## config.mk

```make
export PLATFORM = sky130hd
export DESIGN_NAME = fwd_hazard_unit
export DESIGN_NICKNAME = d
export VERILOG_FILES = /design/src/rtl/fwd_hazard_unit.sv
export SDC_FILE = /design/constraint.sdc
export NUM_CORES = 1
export LEC_CHECK = 0
export CAP_MARGIN = 40
export CORE_AREA = 8 8 58 60
export DETAILED_ROUTE_END_ITERATION = 10
export DIE_AREA = 0 0 66 68
export PLACE_DENSITY = 0.79
export SYNTH_ARGS = -nofsm -noshare
export SYNTH_HDL_FRONTEND = slang
export SYNTH_SLANG_ARGS = --single-unit
export TNS_END_PERCENT = 30
```

## constraint.sdc

```tcl
create_clock -name clk -period 4.2 [get_ports clk]
set_clock_uncertainty 0.1 [all_clocks]
set_input_delay 0.84 -clock clk [delete_from_list [all_inputs] [get_ports clk]]
set_output_delay 0.84 -clock clk [all_outputs]
set_load 0.01 [all_outputs]
```

## src/rtl/fwd_hazard_unit.sv

```systemverilog
// rtl/fwd_hazard_unit.sv - operand forwarding select and load-use stall for the in-order pipeline
module fwd_hazard_unit #(
  parameter int REG_IDX_WIDTH = 5,
  parameter int NUM_SRC       = 2,
  parameter int DEPTH         = 2,
  parameter int SEL_W         = $clog2(DEPTH + 1)
) (
  input  logic                             clk,
  input  logic                             rstn,
  input  logic                             id_valid,
  input  logic [NUM_SRC*REG_IDX_WIDTH-1:0] id_rs,
  input  logic [NUM_SRC-1:0]               id_rs_used,
  input  logic                             id_regwrite,
  input  logic [REG_IDX_WIDTH-1:0]         id_rd,
  input  logic [SEL_W-1:0]                 id_lat,
  input  logic                             hold,
  input  logic                             flush,
  output logic                             stall_id,
  output logic [NUM_SRC*SEL_W-1:0]         fwd_sel
);

  localparam logic [SEL_W-1:0] LAT_ONE = SEL_W'(1);
  localparam logic [SEL_W-1:0] LAT_MAX = SEL_W'(DEPTH);

  // Tracker: position 0 is EX, position DEPTH-1 is the stage just before WB.
  logic [DEPTH-1:0]         ent_valid;
  logic [DEPTH-1:0]         ent_regwrite;
  logic [REG_IDX_WIDTH-1:0] ent_rd  [DEPTH];
  logic [SEL_W-1:0]         ent_lat [DEPTH];

  logic [SEL_W-1:0]         lat_norm;
  logic [NUM_SRC*SEL_W-1:0] cand_sel;
  logic [NUM_SRC-1:0]       hazard;
  logic                     any_hazard;

  // Clamp the incoming latency into the range the taps can actually cover.
  always_comb begin
    lat_norm = id_lat;
    if (id_lat == '0) begin
      lat_norm = LAT_ONE;
    end else if (id_lat > LAT_MAX) begin
      lat_norm = LAT_MAX;
    end
  end

  // Per-operand match scan; older positions first so the youngest match overrides.
  always_comb begin
    cand_sel = '0;
    hazard   = '0;
    for (int i = 0; i < NUM_SRC; i++) begin
      for (int p = DEPTH - 1; p >= 0; p--) begin
        if (id_valid && id_rs_used[i] &&
            (id_rs[i*REG_IDX_WIDTH +: REG_IDX_WIDTH] != '0) &&
            ent_valid[p] && ent_regwrite[p] &&
            (ent_rd[p] == id_rs[i*REG_IDX_WIDTH +: REG_IDX_WIDTH])) begin
          if (ent_lat[p] <= SEL_W'(p + 1)) begin
            // Result reaches tap p+1 on the edge that moves the consumer into EX.
            cand_sel[i*SEL_W +: SEL_W] = SEL_W'(p + 1);
            hazard[i]                  = 1'b0;
          end else begin
            cand_sel[i*SEL_W +: SEL_W] = '0;
            hazard[i]                  = 1'b1;
          end
        end
      end
    end
  end

  // Stall is combinational; reset masks it so a mid-stall reset releases ID immediately.
  always_comb begin
    any_hazard = |hazard;
    stall_id   = rstn & any_hazard;
  end

  // Tracker advance and registered select, priority reset > flush > hold > stall > push.
  always_ff @(posedge clk) begin
    if (!rstn) begin
      ent_valid    <= '0;
      ent_regwrite <= '0;
      for (int p = 0; p < DEPTH; p++) begin
        ent_rd[p]  <= '0;
        ent_lat[p] <= '0;
      end
      fwd_sel <= '0;
    end else if (flush) begin
      // Older entries keep moving; the killed EX instruction lands as a bubble at 1.
      for (int p = 1; p < DEPTH; p++) begin
        ent_valid[p]    <= ent_valid[p-1];
        ent_regwrite[p] <= ent_regwrite[p-1];
        ent_rd[p]       <= ent_rd[p-1];
        ent_lat[p]      <= ent_lat[p-1];
      end
      ent_valid[1]    <= 1'b0;
      ent_regwrite[1] <= 1'b0;
      ent_valid[0]    <= 1'b0;
      ent_regwrite[0] <= 1'b0;
      ent_rd[0]       <= '0;
      ent_lat[0]      <= '0;
      fwd_sel         <= '0;
    end else if (!hold) begin
      for (int p = 1; p < DEPTH; p++) begin
        ent_valid[p]    <= ent_valid[p-1];
        ent_regwrite[p] <= ent_regwrite[p-1];
        ent_rd[p]       <= ent_rd[p-1];
        ent_lat[p]      <= ent_lat[p-1];
      end
      if (any_hazard) begin
        ent_valid[0]    <= 1'b0;
        ent_regwrite[0] <= 1'b0;
        ent_rd[0]       <= '0;
        ent_lat[0]      <= '0;
        fwd_sel         <= '0;
      end else begin
        ent_valid[0]    <= id_valid;
        ent_regwrite[0] <= id_regwrite;
        ent_rd[0]       <= id_rd;
        ent_lat[0]      <= lat_norm;
        fwd_sel         <= cand_sel;
      end
    end
  end

endmodule
```

* After elaboration in Yosys (flattened, before gate mapping) *
Memory sizes are Yosys's and may differ from the RTL's.
Index checks and enable logic that the tools add are counted.

word-level totals
  bits in registers = 8
  RAM bits = 14
  input bits = 25
  logic and storage cells = 90
  memories kept = 2

operators by class
  magnitude comparators = 3
  eq/ne operators = 4
  mux-type cells = 45
  bitwise gates (word level) = 12
  reduce and logical (&&, ||, !) cells = 21

memory list
  name     depth  bits a word  read ports  clocked after Yosys merged registers in  write ports  RTL line  text
  ent_rd   2      5            2           0                                        2            28        logic [REG_IDX_WIDTH-1:0] ent_rd [DEPTH];
  ent_lat  2      2            2           0                                        2            29        logic [SEL_W-1:0] ent_lat [DEPTH];

operators with widths
  kind                  count
  $mux W1               27
  $mux W5               5
  $mux W2               12
  $eq A5 B5 Y1          4
  $logic_and A1 B1 Y1   16
  $or A1 B1 Y1          10
  $reduce_bool A5 Y1    2
  $mux W4               1
  $reduce_or A2 Y1      2
  $gt A2 B2 Y1 const B  1
  $le A2 B1 Y1 const B  1
  $le A2 B2 Y1 const B  1
  $logic_not A2 Y1      1
  $and A1 B1 Y1         1
  $not A1 Y1            1

* Depth between registers and ports, before layout *
Gate-level depths: netlist of the first run.

  depth after elaboration = 15
  depth in mapped cells = 6
  depth with buffers taken out = 6

* Least setup slack after synthesis of the first run *
Ideal clock, no wire load.

  path kind = input to output
  start point = input port id_rs[3]
  end point = output port stall_id
  arrival = 2.175 ns
  data required time = 3.260 ns
  slack = 1.085 ns
  stages on the path = 5
  buffers on the path = 0
  cell sequence = xor2_1 > nor4_2 > or4b_1 > a21boi_2 > o21a_1

between the ends
  longest elaborated chain between the ends = 9

RTL lines
  what                              RTL line  text
  from (decl)                       11        input logic [NUM_SRC*REG_IDX_WIDTH-1:0] id_rs,
  $reduce_bool A5 Y1                53        (id_rs[i*REG_IDX_WIDTH +: REG_IDX_WIDTH] != '0) &&
  $logic_and A1 B1 Y1               52        if (id_valid && id_rs_used[i] &&
  $logic_and A1 B1 Y1               53
  $logic_and A1 B1 Y1 (2 in a row)  54        ent_valid[p] && ent_regwrite[p] &&
  $mux W1                           52
  $mux W1 (*)                       52
  $reduce_or A2 Y1 (*)              71        any_hazard = |hazard;
  $and A1 B1 Y1 (*)                 72        stall_id = rstn & any_hazard;
  to (decl)                         18        output logic stall_id,

Mark *: on every way between the ends. The rest lies on a longest branch, timed or not.

* Worst setup path in the final report of the first run *
  start point = input port id_rs[6]
  end point = output port stall_id

Same word-level chain as after synthesis.

==> impl_metrics.env, run 1 <==
export IMPL_dp_cells=168
export IMPL_fp_dieH_microns=68
export IMPL_rsz0062_at_grt="false"
export IMPL_clk_latency_ns=0.30
export IMPL_die_area_sq_mm=0.00449
export IMPL_maxCapViolCount=0
export IMPL_reg2reg_depth=7
export IMPL_synth_top_cell_area_share=0.354
export IMPL_die_x_microns=66
export IMPL_setup_ws_ns=0.470
export IMPL_max_slew_margin=0.578
export IMPL_grt_max_degree=13
export IMPL_finalCritPeriodShare=0.888
export IMPL_drc=0
export IMPL_ios=30
export IMPL_setup_viol=0
export IMPL_root_buffer="clkbuf_4"
export IMPL_fin_tns_setup_ns=0
export IMPL_worstHoldStart="fwd_sel[0]"
export IMPL_worstPathArrival_ns=2.79
export IMPL_nets=168
export IMPL_drive_gt1_frac=0.0845
export IMPL_num_vias=920
export IMPL_syn_area_per_cell_sq_um=10.9
export IMPL_drt_wl_total_microns=2510
export IMPL_crit_path_start_kind="primary input"
export IMPL_cp_max_fo=3
export IMPL_period_needed_ns=3.73
export IMPL_cellPowerDensity_mw_per_mm2=262
export IMPL_mostFrequentLayoutCells="clkdlybuf4s50_1 (27), edfxtp_1 (14), and2_1 (13)"
export IMPL_core_area_sq_mm=0.00257
export IMPL_diodes=0
export IMPL_crit_path_end_kind="output pin"
export IMPL_rrSetupSlack_ns=1.69
export IMPL_reg2reg_to="ent_rd[0][2]"
export IMPL_synth_net_count=134
export IMPL_routed_via_density=5.32
export IMPL_ys_types=31
export IMPL_maxSlewViolCount=0
export IMPL_holdPathStages=2
export IMPL_drtPass1Iterations=4
export IMPL_hp_class="reg2reg"
export IMPL_track_usage=0.121
export IMPL_ys_seq_area_frac=0.489
export IMPL_antenna_found_initial=0
export IMPL_initial_core_util=0.462
export IMPL_clkTransAtPathRegs_ns=0.12
export IMPL_h_tree_depth=1
export IMPL_fp_row_count=19
export IMPL_stdcell_count=173
export IMPL_synth_top_area_cell="edfxtp_1"
export IMPL_post_place_ws_ns=0.0306
export IMPL_max_freq_mhz=268
export IMPL_place_congestion=0.949
export IMPL_ant_nets=0
export IMPL_syn_area_sq_mm=0.00119
export IMPL_synth_warnings=0
export IMPL_tightest_slew_ns=0.628
export IMPL_regToRegStartpoint="ent_rd[0][3]"
export IMPL_cts_sinks=22
export IMPL_cts_inserted_buffers=3
export IMPL_overflow=0
export IMPL_ir_drop_mv=0.218
export IMPL_fin_util=0.603
export IMPL_drt_iter0_drc=25
export IMPL_outcome="finished clean"
export IMPL_synth_area_top_cells="edfxtp_1 (35%), dfxtp_1 (14%), xnor2_1 (8.9%), and2_1 (6.9%), xor2_1 (5.9%)"
export IMPL_min_to="fwd_sel[0]"
export IMPL_final_common_cell="clkdlybuf4s50_1"
export IMPL_finalHoldViolations=0
export IMPL_cts_tree="yes"
export IMPL_cts_buffer_depth=2
export IMPL_critPathKind="in2out"
export IMPL_cts_hold_buf=0
export IMPL_required_ns=3.26
export IMPL_grt_pass1_vias=964
export IMPL_p_leak_nw=0.575
export IMPL_syn_instance_count=109
export IMPL_io_buffers=28
export IMPL_dp_hpwl_microns=2130
export IMPL_wire_per_inst_microns=14.5
export IMPL_ys_seq_elements=22
export IMPL_grt_pass1_wl_microns=4240
export IMPL_syn_to_final_growth_pct=30.6
## logic make-up (layout without fill, tap and decap cells)
group           after synthesis  count (layout)  share of synthesized area
simple gates                 43              43                      0.211
flops                        22              22                      0.489
xor+xnor                     20              20                      0.148
compound gates               16              16                      0.116
buf+inv                       6              39                     0.0190
mux                           2               2                     0.0169
## synthesized netlist by cell type
cell	number
a2111o_2	1
a211oi_4	1
a21bo_4	1
a21boi_0	1
a21boi_2	1
a21oi_1	4
a22o_1	2
and2_1	13
and2b_1	1
clkbuf_1	1
dfxtp_1	8
edfxtp_1	14
inv_1	5
mux2i_1	2
nand2_1	9
nand3_1	3
nand4_1	3
nor2_1	4
nor3_1	1
nor4_1	1
nor4_2	1
o211ai_1	2
o21a_1	1
o21ai_0	1
o21ai_1	1
or3_1	3
or4_1	2
or4_4	1
or4b_1	1
xnor2_1	12
xor2_1	8
## timing repair
item / 4_1_cts / 5_1_grt
setup endpoints to repair: 0 / 1
setup buffers: 0 / 1
gates resized for setup: 0 / 2
## power by group
group	leakage (nW)	switching [mW]	internal [mW]
combinational	0.333	0.0255	0.0375
clock	0.0154	0.0593	0.0345
sequential	0.226	0.00895	0.239
## layout make-up
cell class / count / area [sq um]
Fill cell: 214 / 1020
Clock buffer: 3 / 22.5
Timing Repair Buffer: 30 / 298
Multi-Input combinational cell: 81 / 587
Inverter: 5 / 18.8
Clock inverter: 1 / 3.75
Tap cell: 31 / 38.8
Sequential cell: 22 / 581
## through the flow
stage          hold WS (ns)  total power [mW]  area, sq um
3_3_place_gp          0.331             0.313         1510
2_1_floorplan         0.369             0.282         1190
4_1_cts               0.361             0.409         1540
3_5_place_dp          0.344             0.316         1510
5_1_grt               0.384             0.428         1550
6_report              0.358             0.405         1550
## metal layers
metal | up-vias | share of wire | wire, microns | global-route usage
met5 | - | 0 | 0 | 0
met2 | 18 | 0.54 | 1360 | 0.222
li1 | 451 | - | - | -
met1 | 449 | 0.40 | 1010 | 0.130
met3 | 2 | 0.046 | 115 | 0.0344
met4 | 0 | 0.0080 | 20 | 0.0427
## how the worst max path moves through the flow
stage / cells after the start / endpoint / slack (ns) / startpoint
after floorplan: 5 / stall_id / 1.08 / id_rs[3]
after global placement: 8 / stall_id / 0.1 / id_rs[6]
after detailed placement: 8 / stall_id / 0.03 / id_rs[6]
after CTS: 8 / stall_id / 0.03 / id_rs[6]
after global routing: 8 / stall_id / 0.32 / id_rs[7]
final: 8 / stall_id / 0.47 / id_rs[6]
## worst max-delay path, cell delays in order
cell and delay (ns):
clkdlybuf4s50_1 0.46, or4_1 0.57, o211ai_1 0.24, or4_4 0.17, buf_4 0.12, a21boi_2 0.05
o21a_1 0.18, dlymetal6s2s_1 0.16
## flip-flops by register name (all words and copies together), names as in the netlist
| name | flops |
|---|---|
| ent_lat | 4 |
| fwd_sel | 4 |
| ent_valid | 2 |
| ent_rd | 10 |
| ent_regwrite | 2 |
(Power assumes the default switching activity.)
==> run 2, diff against run 1 <==
- CAP_MARGIN: 40 -> unset
- GPL_TIMING_DRIVEN: unset -> 0
==> impl_metrics.env, run 2 (same netlist as run 1, synthesis figures left out) <==
export IMPL_clkTransAtPathRegs_ns=0.12
export IMPL_crit_chain="clkdlybuf4s50_1 > xor2_1 > nor4_2 > or4b_4 > a21boi_2 > o21a_1 > clkdlybuf4s50_1"
export IMPL_drc=0
export IMPL_cp_max_fo=3
export IMPL_worstPathArrival_ns=3.18
export IMPL_fin_tns_setup_ns=0
export IMPL_mostFrequentLayoutCells="clkdlybuf4s50_1 (24), edfxtp_1 (14), and2_1 (13)"
export IMPL_clk_latency_ns=0.30
export IMPL_crit_family="buffers and inverters"
export IMPL_combPwrFrac=0.154
export IMPL_h_tree_depth=1
export IMPL_power_frac_clock=0.236
export IMPL_power_internal_mw=0.311
export IMPL_regToRegStartpoint="ent_rd[0][3]"
export IMPL_required_ns=3.26
export IMPL_ios=30
export IMPL_max_slew_margin=0.581
export IMPL_dp_hpwl_microns=2200
export IMPL_grt_pass1_wl_microns=4420
export IMPL_drive_gt1_frac=0.0851
export IMPL_grt_max_degree=13
export IMPL_grt_pass1_vias=976
export IMPL_cts_tree="yes"
export IMPL_wire_per_inst_microns=15.1
export IMPL_reg2reg_to="ent_rd[0][1]"
export IMPL_cellPowerDensity_mw_per_mm2=263
export IMPL_maxSlewViolCount=0
export IMPL_rrSetupSlack_ns=1.80
export IMPL_initial_core_util=0.462
export IMPL_fin_util=0.601
export IMPL_drtPass1Iterations=4
export IMPL_fp_dieH_microns=68
export IMPL_crit_path_end_kind="output pin"
export IMPL_outcome="finished clean"
export IMPL_root_buffer="clkbuf_4"
export IMPL_p_leak_nw=0.578
export IMPL_overflow=0
export IMPL_nets=167
export IMPL_critPathMaxStageDelay_ns=0.53
export IMPL_num_vias=910
export IMPL_track_usage=0.128
export IMPL_crit_end="stall_id"
export IMPL_die_area_sq_mm=0.00449
export IMPL_maxCapViolCount=0
export IMPL_antenna_found_initial=0
export IMPL_crit_path_start="id_rs[0]"
export IMPL_crit_path_start_kind="primary input"
export IMPL_setup_ws_ns=0.0812
export IMPL_finalCritPeriodShare=0.981
export IMPL_ant_nets=0
export IMPL_cts_sinks=22
export IMPL_setup_viol=0
export IMPL_top_register="ent_rd"
export IMPL_cts_inserted_buffers=3
export IMPL_power_switching_mw=0.0960
export IMPL_cts_buffer_depth=2
export IMPL_path_depth=7
export IMPL_ir_drop_mv=0.214
export IMPL_drt_wl_total_microns=2600
export IMPL_io_buffers=27
export IMPL_netSwitchingFraction=0.236
export IMPL_rsz0062_at_grt="false"
export IMPL_core_area_sq_mm=0.00257
export IMPL_syn_to_final_growth_pct=30.2
export IMPL_critPathSlowestCell="clkdlybuf4s50_1"
export IMPL_die_x_microns=66
export IMPL_finalHoldViolations=0
export IMPL_critPathKind="in2out"
export IMPL_reg2reg_depth=7
export IMPL_largestRegisters="ent_rd (10), ent_lat (4), fwd_sel (4)"
export IMPL_routed_via_density=5.29
export IMPL_hp_class="reg2reg"
export IMPL_period_needed_ns=4.12
export IMPL_post_place_ws_ns=-0.0214
export IMPL_final_common_cell="clkdlybuf4s50_1"
export IMPL_largest_reg_flops=10
export IMPL_max_freq_mhz=243
export IMPL_drt_iter0_drc=16
export IMPL_fp_row_count=19
export IMPL_tightest_slew_ns=0.623
export IMPL_diodes=0
export IMPL_crit_buf_inv=2
export IMPL_seqPwrFrac=0.610
export IMPL_place_congestion=0.893
export IMPL_cpMostUsedCell="clkdlybuf4s50_1"
run 2: metal layers:
| metal | wire [microns] | GRT usage |
|---|---|---|
| met1 | 992 | 0.136 |
| met4 | 73 | 0.0587 |
| met5 | 0 | 0 |
| met3 | 151 | 0.0426 |
| met2 | 1380 | 0.225 |
run 2: repair_timing:
| item | in CTS | in global routing |
|---|---|---|
| hold buffers | 0 | 0 |
| gates resized for setup | 0 | 5 |
| buffers inserted | 1 | 0 |
| setup endpoints to repair | 1 | 1 |
| pin swaps | 1 | 2 |
run 2: metrics by stage:
step	hold slack, ns	area [sq um]	std cells	power (mW)
floorplan	0.369	1190	109	0.282
global placement	0.329	1500	167	0.313
detailed placement	0.343	1500	167	0.316
CTS	0.359	1530	172	0.409
global route	0.391	1540	172	0.425
finish	0.353	1540	172	0.407
run 2: worst min path at each step:
stage / startpoint / end / slack [ns] / cells past startpoint
final: fwd_sel[0] / fwd_sel[0] / 0.35 / 2
after global routing: fwd_sel[3] / fwd_sel[3] / 0.39 / 2
after CTS: fwd_sel[0] / fwd_sel[0] / 0.36 / 2
after detailed placement: fwd_sel[0] / fwd_sel[0] / 0.34 / 2
after global placement: fwd_sel[0] / fwd_sel[0] / 0.33 / 2
after floorplan: fwd_sel[0] / fwd_sel[0] / 0.37 / 2
run 2: cell type report:
type                            instances  area [sq um]
Tap cell                               31          38.8
Sequential cell                        22           581
Timing Repair Buffer                   28           285
Buffer                                  1          3.75
Inverter                                5          18.8
Clock buffer                            3          22.5
Multi-Input combinational cell         81           591
Fill cell                             218          1020
Clock inverter                          1          3.75
run 2: worst register-to-register path: stages (launching register included):
cell and delay (ns):
edfxtp_1 0.46, xor2_1 0.20, nor4_2 0.34, or4b_4 0.52
a21boi_2 0.18, buf_4 0.16, a211oi_4 0.06, and2_1 0.18
run 2: power groups by stage:
stage / clock [mW] / sequential [mW] / combinational [mW]
2_1_floorplan: 0 / 0.250 / 0.0320
3_3_place_gp: 0 / 0.253 / 0.0600
3_5_place_dp: 0 / 0.253 / 0.0630
4_1_cts: 0.0979 / 0.248 / 0.0632
5_1_grt: 0.107 / 0.250 / 0.0685
6_report: 0.0960 / 0.248 / 0.0625
==> run 3, diff against run 2 <==
==> constraint.sdc (replaced) <==
create_clock -name clk -period 4.2 [get_ports clk]
set_clock_uncertainty 0.1 [all_clocks]
set_input_delay 1.26 -clock clk [delete_from_list [all_inputs] [get_ports clk]]
set_output_delay 1.26 -clock clk [all_outputs]
set_load 0.01 [all_outputs]
==> impl_metrics.env, run 3 (same netlist as run 1, synthesis figures left out) <==
export IMPL_crit_buf_inv=2
export IMPL_largestRegisters="ent_rd (10), ent_lat (4), fwd_sel (4)"
export IMPL_die_x_microns=66
export IMPL_initial_core_util=0.462
export IMPL_hp_class="reg2reg"
export IMPL_grt_max_degree=13
export IMPL_drc=0
export IMPL_outcome="finished clean"
export IMPL_drive_gt1_frac=0.228
export IMPL_critPathKind="in2out"
export IMPL_total_power_mw=0.417
export IMPL_clk_latency_ns=0.31
export IMPL_crit_path_start="id_rs[2]"
export IMPL_track_usage=0.138
export IMPL_syn_to_final_growth_pct=38.6
export IMPL_period_needed_ns=4.20
export IMPL_cts_tree="yes"
export IMPL_grt_pass1_wl_microns=4730
export IMPL_setup_viol=0
export IMPL_max_freq_mhz=238
export IMPL_h_tree_depth=1
export IMPL_cts_buffer_depth=2
export IMPL_fp_row_count=19
export IMPL_worstPathArrival_ns=2.84
export IMPL_ios=30
export IMPL_required_ns=2.84
export IMPL_p_leak_nw=0.617
export IMPL_cellPowerDensity_mw_per_mm2=253
export IMPL_wire_per_inst_microns=16.7
export IMPL_diodes=0
export IMPL_core_area_sq_mm=0.00257
export IMPL_dp_hpwl_microns=2200
export IMPL_root_buffer="clkbuf_4"
export IMPL_drt_wl_total_microns=3000
export IMPL_rsz0062_at_grt="true"
export IMPL_overflow=0
export IMPL_nets=175
export IMPL_ir_drop_mv=0.215
export IMPL_finalCritPeriodShare=1.00
export IMPL_critPathMaxStageDelay_ns=0.53
export IMPL_cts_hold_buf=0
export IMPL_cts_sinks=22
export IMPL_clkTransAtPathRegs_ns=0.12
export IMPL_regToRegStartpoint="ent_rd[0][2]"
export IMPL_finalHoldViolations=0
export IMPL_crit_path_end_kind="output pin"
export IMPL_maxCapViolCount=0
export IMPL_ant_nets=0
export IMPL_mostFrequentLayoutCells="edfxtp_1 (14), clkdlybuf4s50_1 (14), and2_1 (13)"
export IMPL_crit_chain="buf_6 > xor2_4 > nor4_4 > or4b_4 > a21boi_4 > o21a_1 > buf_2"
export IMPL_io_buffers=27
export IMPL_place_congestion=0.893
export IMPL_die_area_sq_mm=0.00449
export IMPL_cp_max_fo=3
export IMPL_largest_reg_flops=10
export IMPL_routed_via_density=5.56
export IMPL_fin_util=0.640
export IMPL_crit_path_start_kind="primary input"
export IMPL_cts_inserted_buffers=3
export IMPL_num_vias=1001
export IMPL_tightest_slew_ns=0.620
export IMPL_fp_dieH_microns=68
export IMPL_drt_iter0_drc=24
export IMPL_critPathSlowestCell="or4b_4"
export IMPL_max_slew_margin=0.583
export IMPL_fin_tns_setup_ns=0
export IMPL_worstHoldStart="fwd_sel[0]"
export IMPL_grt_pass1_vias=1048
export IMPL_crit_family="simple AND/OR/NAND/NOR gates"
export IMPL_n_fill_cell=203
export IMPL_antenna_found_initial=0
export IMPL_drtPass1Iterations=4
export IMPL_maxSlewViolCount=0
export IMPL_top_register="ent_rd"
[run 3: cell count changes in the layout (fill, tap and decap cells not counted), sizes merged]
cell,before,now
dlymetal6s2s,3,0
clkdlybuf4s50,24,14
dlygate4sd2,0,3
clkbuf,4,7
clkdlybuf4s15,0,1
buf,1,15
[run 3: area by class of cell]
class	count	area, sq um	area share
Buffer	1	3.75	0.00228
Clock buffer	3	22.5	0.0137
Clock inverter	1	3.75	0.00228
Inverter	5	18.8	0.0114
Multi-Input combinational cell	81	663	0.403
Sequential cell	22	581	0.353
Tap cell	31	38.8	0.0236
Timing Repair Buffer	36	313	0.190
[run 3: what timing repair did]
| item | CTS | global route |
|---|---|---|
| endpoints found under the hold margin | 0 | 0 |
| pin swaps | 14 | 11 |
| cloned | 0 | 0 |
| resized for setup | 40 | 19 |
| buffers inserted | 8 | 1 |
| setup endpoints to repair | 1 | 1 |
[run 3: tightest hold or removal path, delay by kind of cell (launching register included)]
family	cells	cell delay, ns
simple gates	1	0.05
flops	1	0.33
compound gates	1	0.05
[run 3: metrics by stage]
| step | std cells | hold slack (ns) | area (sq um) | setup slack, ns |
|---|---|---|---|---|
| after floorplan | 109 | 0.369 | 1190 | 0.245 |
| after global placement | 167 | 0.329 | 1500 | -0.810 |
| after detailed placement | 167 | 0.343 | 1500 | -0.861 |
| after CTS | 179 | 0.359 | 1590 | 0.00316 |
| after global routing | 180 | 0.383 | 1640 | -0.0330 |
| final | 180 | 0.369 | 1640 | 0.000558 |
[run 3: metal layers]
| layer | track usage | routed length (microns) | vias up |
|---|---|---|---|
| li1 | - | - | 463 |
| met1 | 0.145 | 1130 | 490 |
| met2 | 0.242 | 1570 | 34 |
| met3 | 0.0426 | 168 | 14 |
| met4 | 0.0773 | 142 | 0 |
| met5 | 0 | 0 | - |
[run 3: final timing paths]
kind,endpoint,slack (ns),cells past startpoint
max,stall_id,0.0006,7
max reg2reg,ent_rd[0][2],1.58,8
min,fwd_sel[0],0.37,2
min reg2reg,fwd_sel[0],0.37,2
[run 3: where the power goes]
group	switching (mW)	internal, mW	total, mW	leakage [nW]
clock network	0.0625	0.0347	0.0972	0.0154
logic	0.0320	0.0377	0.0697	0.375
registers	0.0102	0.240	0.250	0.226
